<file path="src/rtl/lsu_pkg.sv">
// Shared types, funct3 encodings and access-legality helpers for the RV32I load/store unit.
package lsu_pkg;

  typedef enum logic [1:0] {
    S_IDLE = 2'd0,
    S_REQ  = 2'd1,
    S_RSP  = 2'd2,
    S_DONE = 2'd3
  } lsu_state_e;

  localparam logic [2:0] F3_B  = 3'b000;
  localparam logic [2:0] F3_H  = 3'b001;
  localparam logic [2:0] F3_W  = 3'b010;
  localparam logic [2:0] F3_BU = 3'b100;
  localparam logic [2:0] F3_HU = 3'b101;

  function automatic logic misaligned(input logic [2:0] funct3, input logic [1:0] offset);
    logic bad;
    case (funct3)
      F3_H, F3_HU: bad = offset[0];
      F3_W:        bad = |offset;
      default:     bad = 1'b0;
    endcase
    return bad;
  endfunction

  function automatic logic illegal_funct3(input logic write, input logic [2:0] funct3);
    logic bad;
    case (funct3)
      F3_B, F3_H, F3_W: bad = 1'b0;
      F3_BU, F3_HU:     bad = write;
      default:          bad = 1'b1;
    endcase
    return bad;
  endfunction

endpackage

</file>
<file path="src/rtl/lsu_align.sv">
// Combinational data formatting: store lane replication and byte strobes,
// load lane extraction with sign/zero extension.
module lsu_align
  import lsu_pkg::*;
(
  input  logic [2:0]  funct3,
  input  logic [1:0]  offset,
  input  logic [31:0] store_data,
  input  logic [31:0] load_word,
  output logic [31:0] lane_data,
  output logic [3:0]  strobe,
  output logic [31:0] load_data
);

  logic [31:0] shifted;

  assign shifted = load_word >> {offset, 3'b000};

  always_comb begin
    lane_data = store_data;
    strobe    = 4'b1111;
    case (funct3[1:0])
      2'b00: begin
        lane_data = {4{store_data[7:0]}};
        strobe    = 4'b0001 << offset;
      end
      2'b01: begin
        lane_data = {2{store_data[15:0]}};
        strobe    = offset[1] ? 4'b1100 : 4'b0011;
      end
      default: begin
        lane_data = store_data;
        strobe    = 4'b1111;
      end
    endcase
  end

  always_comb begin
    load_data = 32'd0;
    case (funct3)
      F3_B:    load_data = {{24{shifted[7]}}, shifted[7:0]};
      F3_H:    load_data = {{16{shifted[15]}}, shifted[15:0]};
      F3_W:    load_data = load_word;
      F3_BU:   load_data = {24'd0, shifted[7:0]};
      F3_HU:   load_data = {16'd0, shifted[15:0]};
      default: load_data = 32'd0;
    endcase
  end

endmodule

</file>
<file path="src/rtl/load_store_unit.sv">
// RV32I memory-access stage: one outstanding load/store on a valid/ready data port,
// with alignment checks, timeout abort and a one-cycle completion pulse.
module load_store_unit
  import lsu_pkg::*;
#(
  parameter int TIMEOUT_CYCLES = 255,
  parameter int CNT_WIDTH      = 8
) (
  input  logic        clk,
  input  logic        rst_n,
  input  logic        req_valid,
  output logic        req_ready,
  input  logic        req_write,
  input  logic [2:0]  req_funct3,
  input  logic [31:0] req_addr,
  input  logic [31:0] req_wdata,
  output logic        rsp_valid,
  output logic [31:0] rsp_rdata,
  output logic        rsp_error,
  output logic        stall,
  output logic        mem_valid,
  input  logic        mem_ready,
  output logic        mem_write,
  output logic [31:0] mem_addr,
  output logic [31:0] mem_wdata,
  output logic [3:0]  mem_wstrb,
  input  logic        mem_rvalid,
  input  logic [31:0] mem_rdata,
  input  logic        mem_err
);

  lsu_state_e           state_reg, state_next;
  logic [CNT_WIDTH-1:0] cnt_reg, cnt_next;
  logic                 write_reg;
  logic [2:0]           funct3_reg;
  logic [31:0]          addr_reg;
  logic [31:0]          wdata_reg;
  logic [31:0]          rdata_reg, rdata_next;
  logic                 error_reg, error_next;

  logic                 accept;
  logic                 fault;
  logic                 timeout_hit;
  logic [31:0]          lane_data;
  logic [3:0]           strobe;
  logic [31:0]          load_data;

  lsu_align u_align (
    .funct3     (funct3_reg),
    .offset     (addr_reg[1:0]),
    .store_data (wdata_reg),
    .load_word  (mem_rdata),
    .lane_data  (lane_data),
    .strobe     (strobe),
    .load_data  (load_data)
  );

  assign accept      = (state_reg == S_IDLE) && req_valid;
  assign fault       = misaligned(req_funct3, req_addr[1:0]) || illegal_funct3(req_write, req_funct3);
  // A zero TIMEOUT_CYCLES disables the abort path entirely.
  assign timeout_hit = (TIMEOUT_CYCLES != 0) && (cnt_reg == CNT_WIDTH'(TIMEOUT_CYCLES - 1));

  always_comb begin
    state_next = state_reg;
    cnt_next   = cnt_reg;
    error_next = error_reg;
    rdata_next = rdata_reg;
    case (state_reg)
      S_IDLE: begin
        if (req_valid) begin
          rdata_next = 32'd0;
          cnt_next   = '0;
          error_next = fault;
          state_next = fault ? S_DONE : S_REQ;
        end
      end
      S_REQ: begin
        if (mem_ready) begin
          cnt_next = '0;
          if (write_reg) begin
            error_next = mem_err;
            state_next = S_DONE;
          end else begin
            state_next = S_RSP;
          end
        end else if (timeout_hit) begin
          error_next = 1'b1;
          state_next = S_DONE;
        end else begin
          cnt_next = cnt_reg + 1'b1;
        end
      end
      S_RSP: begin
        if (mem_rvalid) begin
          error_next = mem_err;
          rdata_next = mem_err ? 32'd0 : load_data;
          state_next = S_DONE;
        end else if (timeout_hit) begin
          error_next = 1'b1;
          rdata_next = 32'd0;
          state_next = S_DONE;
        end else begin
          cnt_next = cnt_reg + 1'b1;
        end
      end
      default: state_next = S_IDLE;
    endcase
  end

  always_ff @(posedge clk or negedge rst_n) begin
    if (!rst_n) begin
      state_reg  <= S_IDLE;
      cnt_reg    <= '0;
      write_reg  <= 1'b0;
      funct3_reg <= 3'd0;
      addr_reg   <= 32'd0;
      wdata_reg  <= 32'd0;
      rdata_reg  <= 32'd0;
      error_reg  <= 1'b0;
    end else begin
      state_reg <= state_next;
      cnt_reg   <= cnt_next;
      rdata_reg <= rdata_next;
      error_reg <= error_next;
      if (accept) begin
        write_reg  <= req_write;
        funct3_reg <= req_funct3;
        addr_reg   <= req_addr;
        wdata_reg  <= req_wdata;
      end
    end
  end

  assign req_ready = (state_reg == S_IDLE);
  assign rsp_valid = (state_reg == S_DONE);
  assign rsp_rdata = (state_reg == S_DONE) ? rdata_reg : 32'd0;
  assign rsp_error = (state_reg == S_DONE) && error_reg;
  assign stall     = accept || (state_reg == S_REQ) || (state_reg == S_RSP);

  assign mem_valid = (state_reg == S_REQ);
  assign mem_write = write_reg;
  assign mem_addr  = {addr_reg[31:2], 2'b00};
  assign mem_wdata = lane_data;
  assign mem_wstrb = write_reg ? strobe : 4'b0000;

endmodule

</file>
<file path="config.mk">
export PLATFORM = sky130hd
export DESIGN_NAME = load_store_unit
export DESIGN_NICKNAME = d
export VERILOG_FILES = /design/src/rtl/lsu_pkg.sv /design/src/rtl/lsu_align.sv /design/src/rtl/load_store_unit.sv
export SDC_FILE = /design/constraint.sdc
export NUM_CORES = 1
export LEC_CHECK = 0
export ABC_AREA = 1
export CAP_MARGIN = 5
export CORE_MARGIN = 5
export CORE_UTILIZATION = 40
export CTS_BUF_LIST = sky130_fd_sc_hd__clkbuf_4 sky130_fd_sc_hd__clkbuf_8 sky130_fd_sc_hd__clkbuf_16
export DETAILED_ROUTE_END_ITERATION = 16
export GPL_TIMING_DRIVEN = 0
export PLACE_DENSITY = 0.75
export SLEW_MARGIN = 20
export SYNTH_ARGS = -nofsm -noshare
export SYNTH_HDL_FRONTEND = slang
export SYNTH_SLANG_ARGS = --single-unit
</file>
<file path="constraint.sdc">
create_clock -name clk -period 2.3 [get_ports clk]
set_input_delay 0.345 -clock clk [delete_from_list [all_inputs] [get_ports clk]]
set_output_delay 0.345 -clock clk [all_outputs]
set_load 0.01 [all_outputs]
</file>
==> flow_metrics.env, run 1 <==
export IMPL_nets=1177
export IMPL_grt_first_pass_wirelength_mm=30.62
export IMPL_synth_cell_types=32
export IMPL_dr_total_vias=6028
export IMPL_nFillCells=1463
export IMPL_grt_overflow_total=0
export IMPL_die_area_mm2=0.01882
export IMPL_power_frac_seq=0.272
export IMPL_min_path_type="reg -> reg"
export IMPL_io_pins=212
export IMPL_worstPathCellList="buf_4, inv_4, clkbuf_2, a21oi_1, clkdlybuf4s50_1"
export IMPL_p_per_area_mw_per_mm2=1248
export IMPL_crit_slowest_cell="clkdlybuf4s50_1"
export IMPL_place_area_mm2=0.008865
export IMPL_syn_avg_cell_area_um2=7.693
export IMPL_initialDrtViolationCount=368
export IMPL_cp_data_required_time_ns=1.96
export IMPL_cts_sinks=111
export IMPL_fmax_mhz=450.0
export IMPL_wl_mm=19.44
export IMPL_hold_viol_final=0
export IMPL_comb_power_share=0.577
export IMPL_synthesis_instances=841
export IMPL_power_frac_clock=0.151
export IMPL_critPathLaunchType="flip-flop"
export IMPL_tritoncts="done"
export IMPL_cp_end_kind="output port"
export IMPL_dr_pass1_iters=5
export IMPL_path_max_fanout=10
export IMPL_final_layout_size_suffix_gt1_frac=0.1618
export IMPL_period_needed_ns=2.222
export IMPL_p_leak_nw=4.954
export IMPL_cp_data_arrival_time_ns=1.88
export IMPL_setup_viol=0
export IMPL_synth_top_area_cell="dfrtp_1"
export IMPL_max_stage_delay_ns=0.57
export IMPL_coreArea_mm2=0.01589
export IMPL_cap_violations=0
export IMPL_post_drt_wl_per_cell_um=15.13
export IMPL_dp_slack_ns=-0.2453
export IMPL_initial_core_util=0.4073
export IMPL_clk_pin_slew_worst_paths_ns=0.07
export IMPL_p_sw_mw=4.596
export IMPL_setup_slack_ns=0.07783
export IMPL_area_delta_synth_final_pct=42.91
export IMPL_grt_use_total=0.2089
export IMPL_ys_top_cells_by_area="dfrtp_1 (43%), nand2_1 (20%), mux2_2 (9.6%)"
export IMPL_numPortBuffers=209
export IMPL_status="finished, final reports clean"
export IMPL_cts_inserted_buffers=9
export IMPL_std_cell_rows=46
export IMPL_grt_pass1_vias=5958
export IMPL_cts_path_max_buffers=2
export IMPL_clk_latency_ns=0.36
export IMPL_cts_max_level=3
export IMPL_finalInstanceArea_mm2=0.009246
export IMPL_antenna_found_initial=0
export IMPL_drc_errors=0
export IMPL_fin_skew_ns=0.009552
export IMPL_finalNonFillerCells=1285
export IMPL_fin_crit_sh=0.9662
export IMPL_yosys_warnings=0
export IMPL_dp_cells=1268
export IMPL_ir_worst_vdd_v=0.0007149
export IMPL_final_cell_mix="nand2_1 (344), clkdlybuf4s50_1 (155), dfrtp_1 (111), inv_1 (82), mux2_2 (55)"
export IMPL_die_h_um=137.2
export IMPL_rsz0062_at_grt="false"
export IMPL_syn_cell_area_mm2=0.006470
export IMPL_dp_hpwl_mm=15.05
export IMPL_grt_max_degree=64
export IMPL_root_buffer="clkbuf_16"
export IMPL_internal_power_mw=6.943
export IMPL_slew_viol_final=0
export IMPL_p_sw_frac=0.3983
export IMPL_antennaDiodeCount=0
export IMPL_synth_top_area_share=0.4293
export IMPL_place_congestion=0.8996
export IMPL_ant_nets=0
export IMPL_die_w_um=137.2
export IMPL_synth_seq_area_share=0.4293
export IMPL_vias_per_cell=4.691
export IMPL_final_common_cell="nand2_1"
export IMPL_final_core_util=0.5821
export IMPL_worstSetupPathType="reg -> out"
export IMPL_ys_ff_latch=111
-- metrics by stage --
stage / hold slack (ns) / total power, mW / TNS [ns]
2_1_floorplan: 0.04941 / 6.940 / 0
3_3_place_gp: 0.4634 / 9.764 / -394.10
3_5_place_dp: 0.3239 / 9.866 / -5.934
4_1_cts: 0.4870 / 11.62 / 0
5_1_grt: 0.5041 / 12.46 / 0
6_report: 0.4799 / 11.54 / 0
-- logic make-up after synthesis --
kind of cell	share of synthesized area
AND/OR/NAND/NOR	0.2665
AO/OA/AOI/OAI	0.06420
adder cells (fa/ha/maj)	0.01354
XOR/XNOR	0.001354
buffers and inverters	0.1288
other	0.0005796
multiplexers	0.09573
flip-flops	0.4293
-- cell type report --
| cell class | instances | area (µm²) | share of cell area |
|---|---|---|---|
| repair buffers | 214 | 2093 | 0.2264 |
| clock buffers | 10 | 232.7 | 0.02517 |
| clock inverters | 6 | 91.34 | 0.009878 |
| inverters | 87 | 336.6 | 0.03640 |
| multi-input cells | 564 | 2883 | 0.3118 |
| well taps | 216 | 270.3 | 0.02923 |
| flip-flops and latches | 111 | 2778 | 0.3004 |
| plain buffers | 77 | 561.8 | 0.06076 |
-- power by group through the flow --
stage | Combinational (mW) | Clock (mW) | Sequential (mW)
after floorplan | 3.91 | 0 | 3.03
after global placement | 6.62 | 0 | 3.15
after detailed placement | 6.69 | 0 | 3.17
after CTS | 6.70 | 1.78 | 3.14
after global routing | 7.37 | 1.85 | 3.24
final | 6.66 | 1.74 | 3.14
-- worst paths after layout --
| check | endpoint | from | cells past startpoint | slack [ns] |
|---|---|---|---|---|
| setup / recovery | mem_wstrb[0] | funct3_reg[1] | 5 | 0.08 |
| hold / removal | rdata_reg[17] | rdata_reg[17] | 2 | 0.48 |
| setup reg to reg | cnt_reg[0] | state_reg[1] | 9 | 0.24 |
| hold reg to reg | rdata_reg[17] | rdata_reg[17] | 2 | 0.48 |
| max in group asynchronous | wdata_reg[20] | rst_n | 3 | 1.09 |
| min in group asynchronous | cnt_reg[0] | rst_n | 2 | 0.51 |
-- routing by layer --
metal,part of all wire,track usage,vias to the layer above
li1,-,-,3034
met1,0.40,0.2495,2743
met2,0.47,0.3431,220
met3,0.11,0.08218,31
met4,0.022,0.07373,0
met5,0,0,-
-- synth_stat cells (all sizes together) --
master	number
dfrtp	111
inv	86
nand4	1
clkinv	1
a21boi	1
clkbuf	10
xor2	1
ha	7
nand3	45
buf	70
nor3	3
conb	1
nor2	27
a21oi	19
o31ai	1
nand2	350
o211ai	15
a22o	1
mux2	55
o21ai	36
-- repair_timing --
action | in CTS | in global routing
gates resized for setup | 90 | 7
setup buffers | 3 | 0
endpoints found under the setup margin | 62 | 17
endpoints found under the hold margin | 48 | 0
hold buffers | 1 | 0
cloned | 0 | 0
-- critical path: cells and delay by family, from the launching register on --
family | cells | cell delay [ns]
compound gates | 1 | 0.18
buf+inv | 4 | 1.02
flops | 1 | 0.32
No activity file was read; power rests on OpenSTA's default activity.
==> run 2, diff against run 1 <==
--- a/config.mk
+++ b/config.mk
@@ -13,7 +13,6 @@
 export DETAILED_ROUTE_END_ITERATION = 16
 export GPL_TIMING_DRIVEN = 0
 export PLACE_DENSITY = 0.75
-export SLEW_MARGIN = 20
 export SYNTH_ARGS = -nofsm -noshare
 export SYNTH_HDL_FRONTEND = slang
 export SYNTH_SLANG_ARGS = --single-unit
==> flow_metrics.env, run 2 (synthesized netlist as in run 1, its figures left out) <==
export IMPL_status="finished, final reports clean"
export IMPL_nFillCells=1474
export IMPL_wl_mm=19.31
export IMPL_post_drt_wl_per_cell_um=15.02
export IMPL_power_total_mw=11.43
export IMPL_grt_max_degree=80
export IMPL_io_pins=212
export IMPL_crit_slowest_cell="clkdlybuf4s50_1"
export IMPL_grt_first_pass_wirelength_mm=30.33
export IMPL_fmax_mhz=458.8
export IMPL_tritoncts="done"
export IMPL_worstSetupPathType="reg -> out"
export IMPL_clk_pin_slew_worst_paths_ns=0.07
export IMPL_antennaDiodeCount=0
export IMPL_cts_inserted_buffers=9
export IMPL_path_max_fanout=10
export IMPL_critPathLaunchType="flip-flop"
export IMPL_dr_total_vias=6018
export IMPL_clk_latency_ns=0.35
export IMPL_cts_max_level=3
export IMPL_cp_data_arrival_time_ns=1.83
export IMPL_std_cell_rows=46
export IMPL_fin_skew_ns=0.006350
export IMPL_numPortBuffers=209
export IMPL_hold_viol_final=0
export IMPL_drc_errors=0
export IMPL_dr_pass1_iters=5
export IMPL_ant_nets=0
export IMPL_period_needed_ns=2.180
export IMPL_nets=1177
export IMPL_max_stage_delay_ns=0.54
export IMPL_final_core_util=0.5814
export IMPL_initial_core_util=0.4073
export IMPL_coreArea_mm2=0.01589
export IMPL_cts_path_max_buffers=2
export IMPL_final_common_cell="nand2_1"
export IMPL_p_per_area_mw_per_mm2=1238
export IMPL_grt_pass1_vias=5930
export IMPL_place_congestion=0.8996
export IMPL_cp_data_required_time_ns=1.96
export IMPL_die_h_um=137.2
export IMPL_cts_sinks=111
export IMPL_die_w_um=137.2
export IMPL_setup_viol=0
export IMPL_cp_end_kind="output port"
export IMPL_root_buffer="clkbuf_16"
export IMPL_antenna_found_initial=0
export IMPL_fin_crit_sh=0.9476
export IMPL_cap_violations=0
export IMPL_min_path_type="in -> async"
export IMPL_path_common_cell="nand2_1"
export IMPL_slew_viol_final=0
export IMPL_grt_use_total=0.2064
export IMPL_vias_per_cell=4.683
export IMPL_die_area_mm2=0.01882
export IMPL_dp_hpwl_mm=15.03
export IMPL_area_delta_synth_final_pct=42.74
export IMPL_ir_worst_vdd_v=0.0008434
export IMPL_final_layout_size_suffix_gt1_frac=0.1665
export IMPL_p_leak_nw=4.962
export IMPL_initialDrtViolationCount=362
export IMPL_final_cell_mix="nand2_1 (344), clkdlybuf4s50_1 (154), dfrtp_1 (111), inv_1 (81), mux2_2 (55)"
export IMPL_rsz0062_at_grt="false"
export IMPL_grt_overflow_total=0
export IMPL_worstPathCellList="buf_4, buf_2, nand2_1, nand2_1, clkdlybuf4s50_1"
[run 2: changes by cell type in the layout (fill, tap and decap cells not counted), sizes merged]
cell,previous run,this run
bufinv,2,1
buf,74,75
dlymetal6s2s,1,4
clkdlybuf4s50,155,154
clkdlybuf4s15,4,6
clkinvlp,0,1
inv,88,87
clkinv,3,4
dlygate4sd2,47,44
clkbuf,19,17
[run 2: worst max-delay path, delay by kind of cell (launching register included)]
family / cells / cell delay [ns]
buffers and inverters: 3 / 0.98
flip-flops: 1 / 0.32
AND/OR/NAND/NOR: 2 / 0.18
[run 2: what timing repair did]
item / CTS / global route
endpoints found under the setup margin: 62 / 39
resized for setup: 90 / 13
hold buffers: 1 / 0
setup buffers: 2 / 1
pin swaps: 0 / 0
hold endpoints to repair: 32 / 0
[run 2: layout make-up]
| cell class | instances | area (µm²) | share of cell area |
|---|---|---|---|
| Multi-Input combinational cell | 564 | 2880 | 0.3119 |
| Buffer | 77 | 560.5 | 0.06070 |
| Inverter | 87 | 331.6 | 0.03590 |
| Sequential cell | 111 | 2778 | 0.3008 |
| Tap cell | 216 | 270.3 | 0.02926 |
| Clock buffer | 10 | 232.7 | 0.02520 |
| Clock inverter | 6 | 67.56 | 0.007316 |
| Timing Repair Buffer | 214 | 2115 | 0.2290 |
[run 2: power breakdown]
part / switching, mW / internal, mW
clock: 0.762 / 0.867
combinational: 3.37 / 3.30
sequential: 0.447 / 2.69
total: 4.58 / 6.85
[run 2: metal layers]
layer,vias up,wire (µm),global-route usage
li1,3023,-,-
met5,-,0,0
met4,0,266,0.05211
met2,239,9262,0.3499
met3,20,2099,0.08802
met1,2736,7678,0.2415
[run 2: final timing paths]
path                                      end  depth (start not counted)  slack (ns)           from
worst max-delay path            mem_wdata[21]                          5        0.12  funct3_reg[1]
worst min-delay path               cnt_reg[3]                          2        0.45          rst_n
worst max register to register  rdata_reg[20]                         10        0.27   state_reg[0]
worst min register to register   rdata_reg[1]                          2        0.48   rdata_reg[1]
max in group asynchronous        addr_reg[20]                          3        1.15          rst_n
min in group clk                 rdata_reg[1]                          2        0.48   rdata_reg[1]
[run 2: stage by stage]
step / hold slack [ns] / setup WS [ns] / cell area [µm²] / TNS, ns / cells
floorplan: 0.04941 / 0.5372 / 6474 / 0 / 842
global placement: 0.4634 / -3.512 / 8836 / -394.10 / 1267
detailed placement: 0.2492 / -0.2362 / 8865 / -6.303 / 1268
CTS: 0.4501 / 0.001959 / 9200 / 0 / 1284
global route: 0.4861 / 0.005773 / 9235 / 0 / 1285
finish: 0.4506 / 0.1204 / 9235 / 0 / 1285
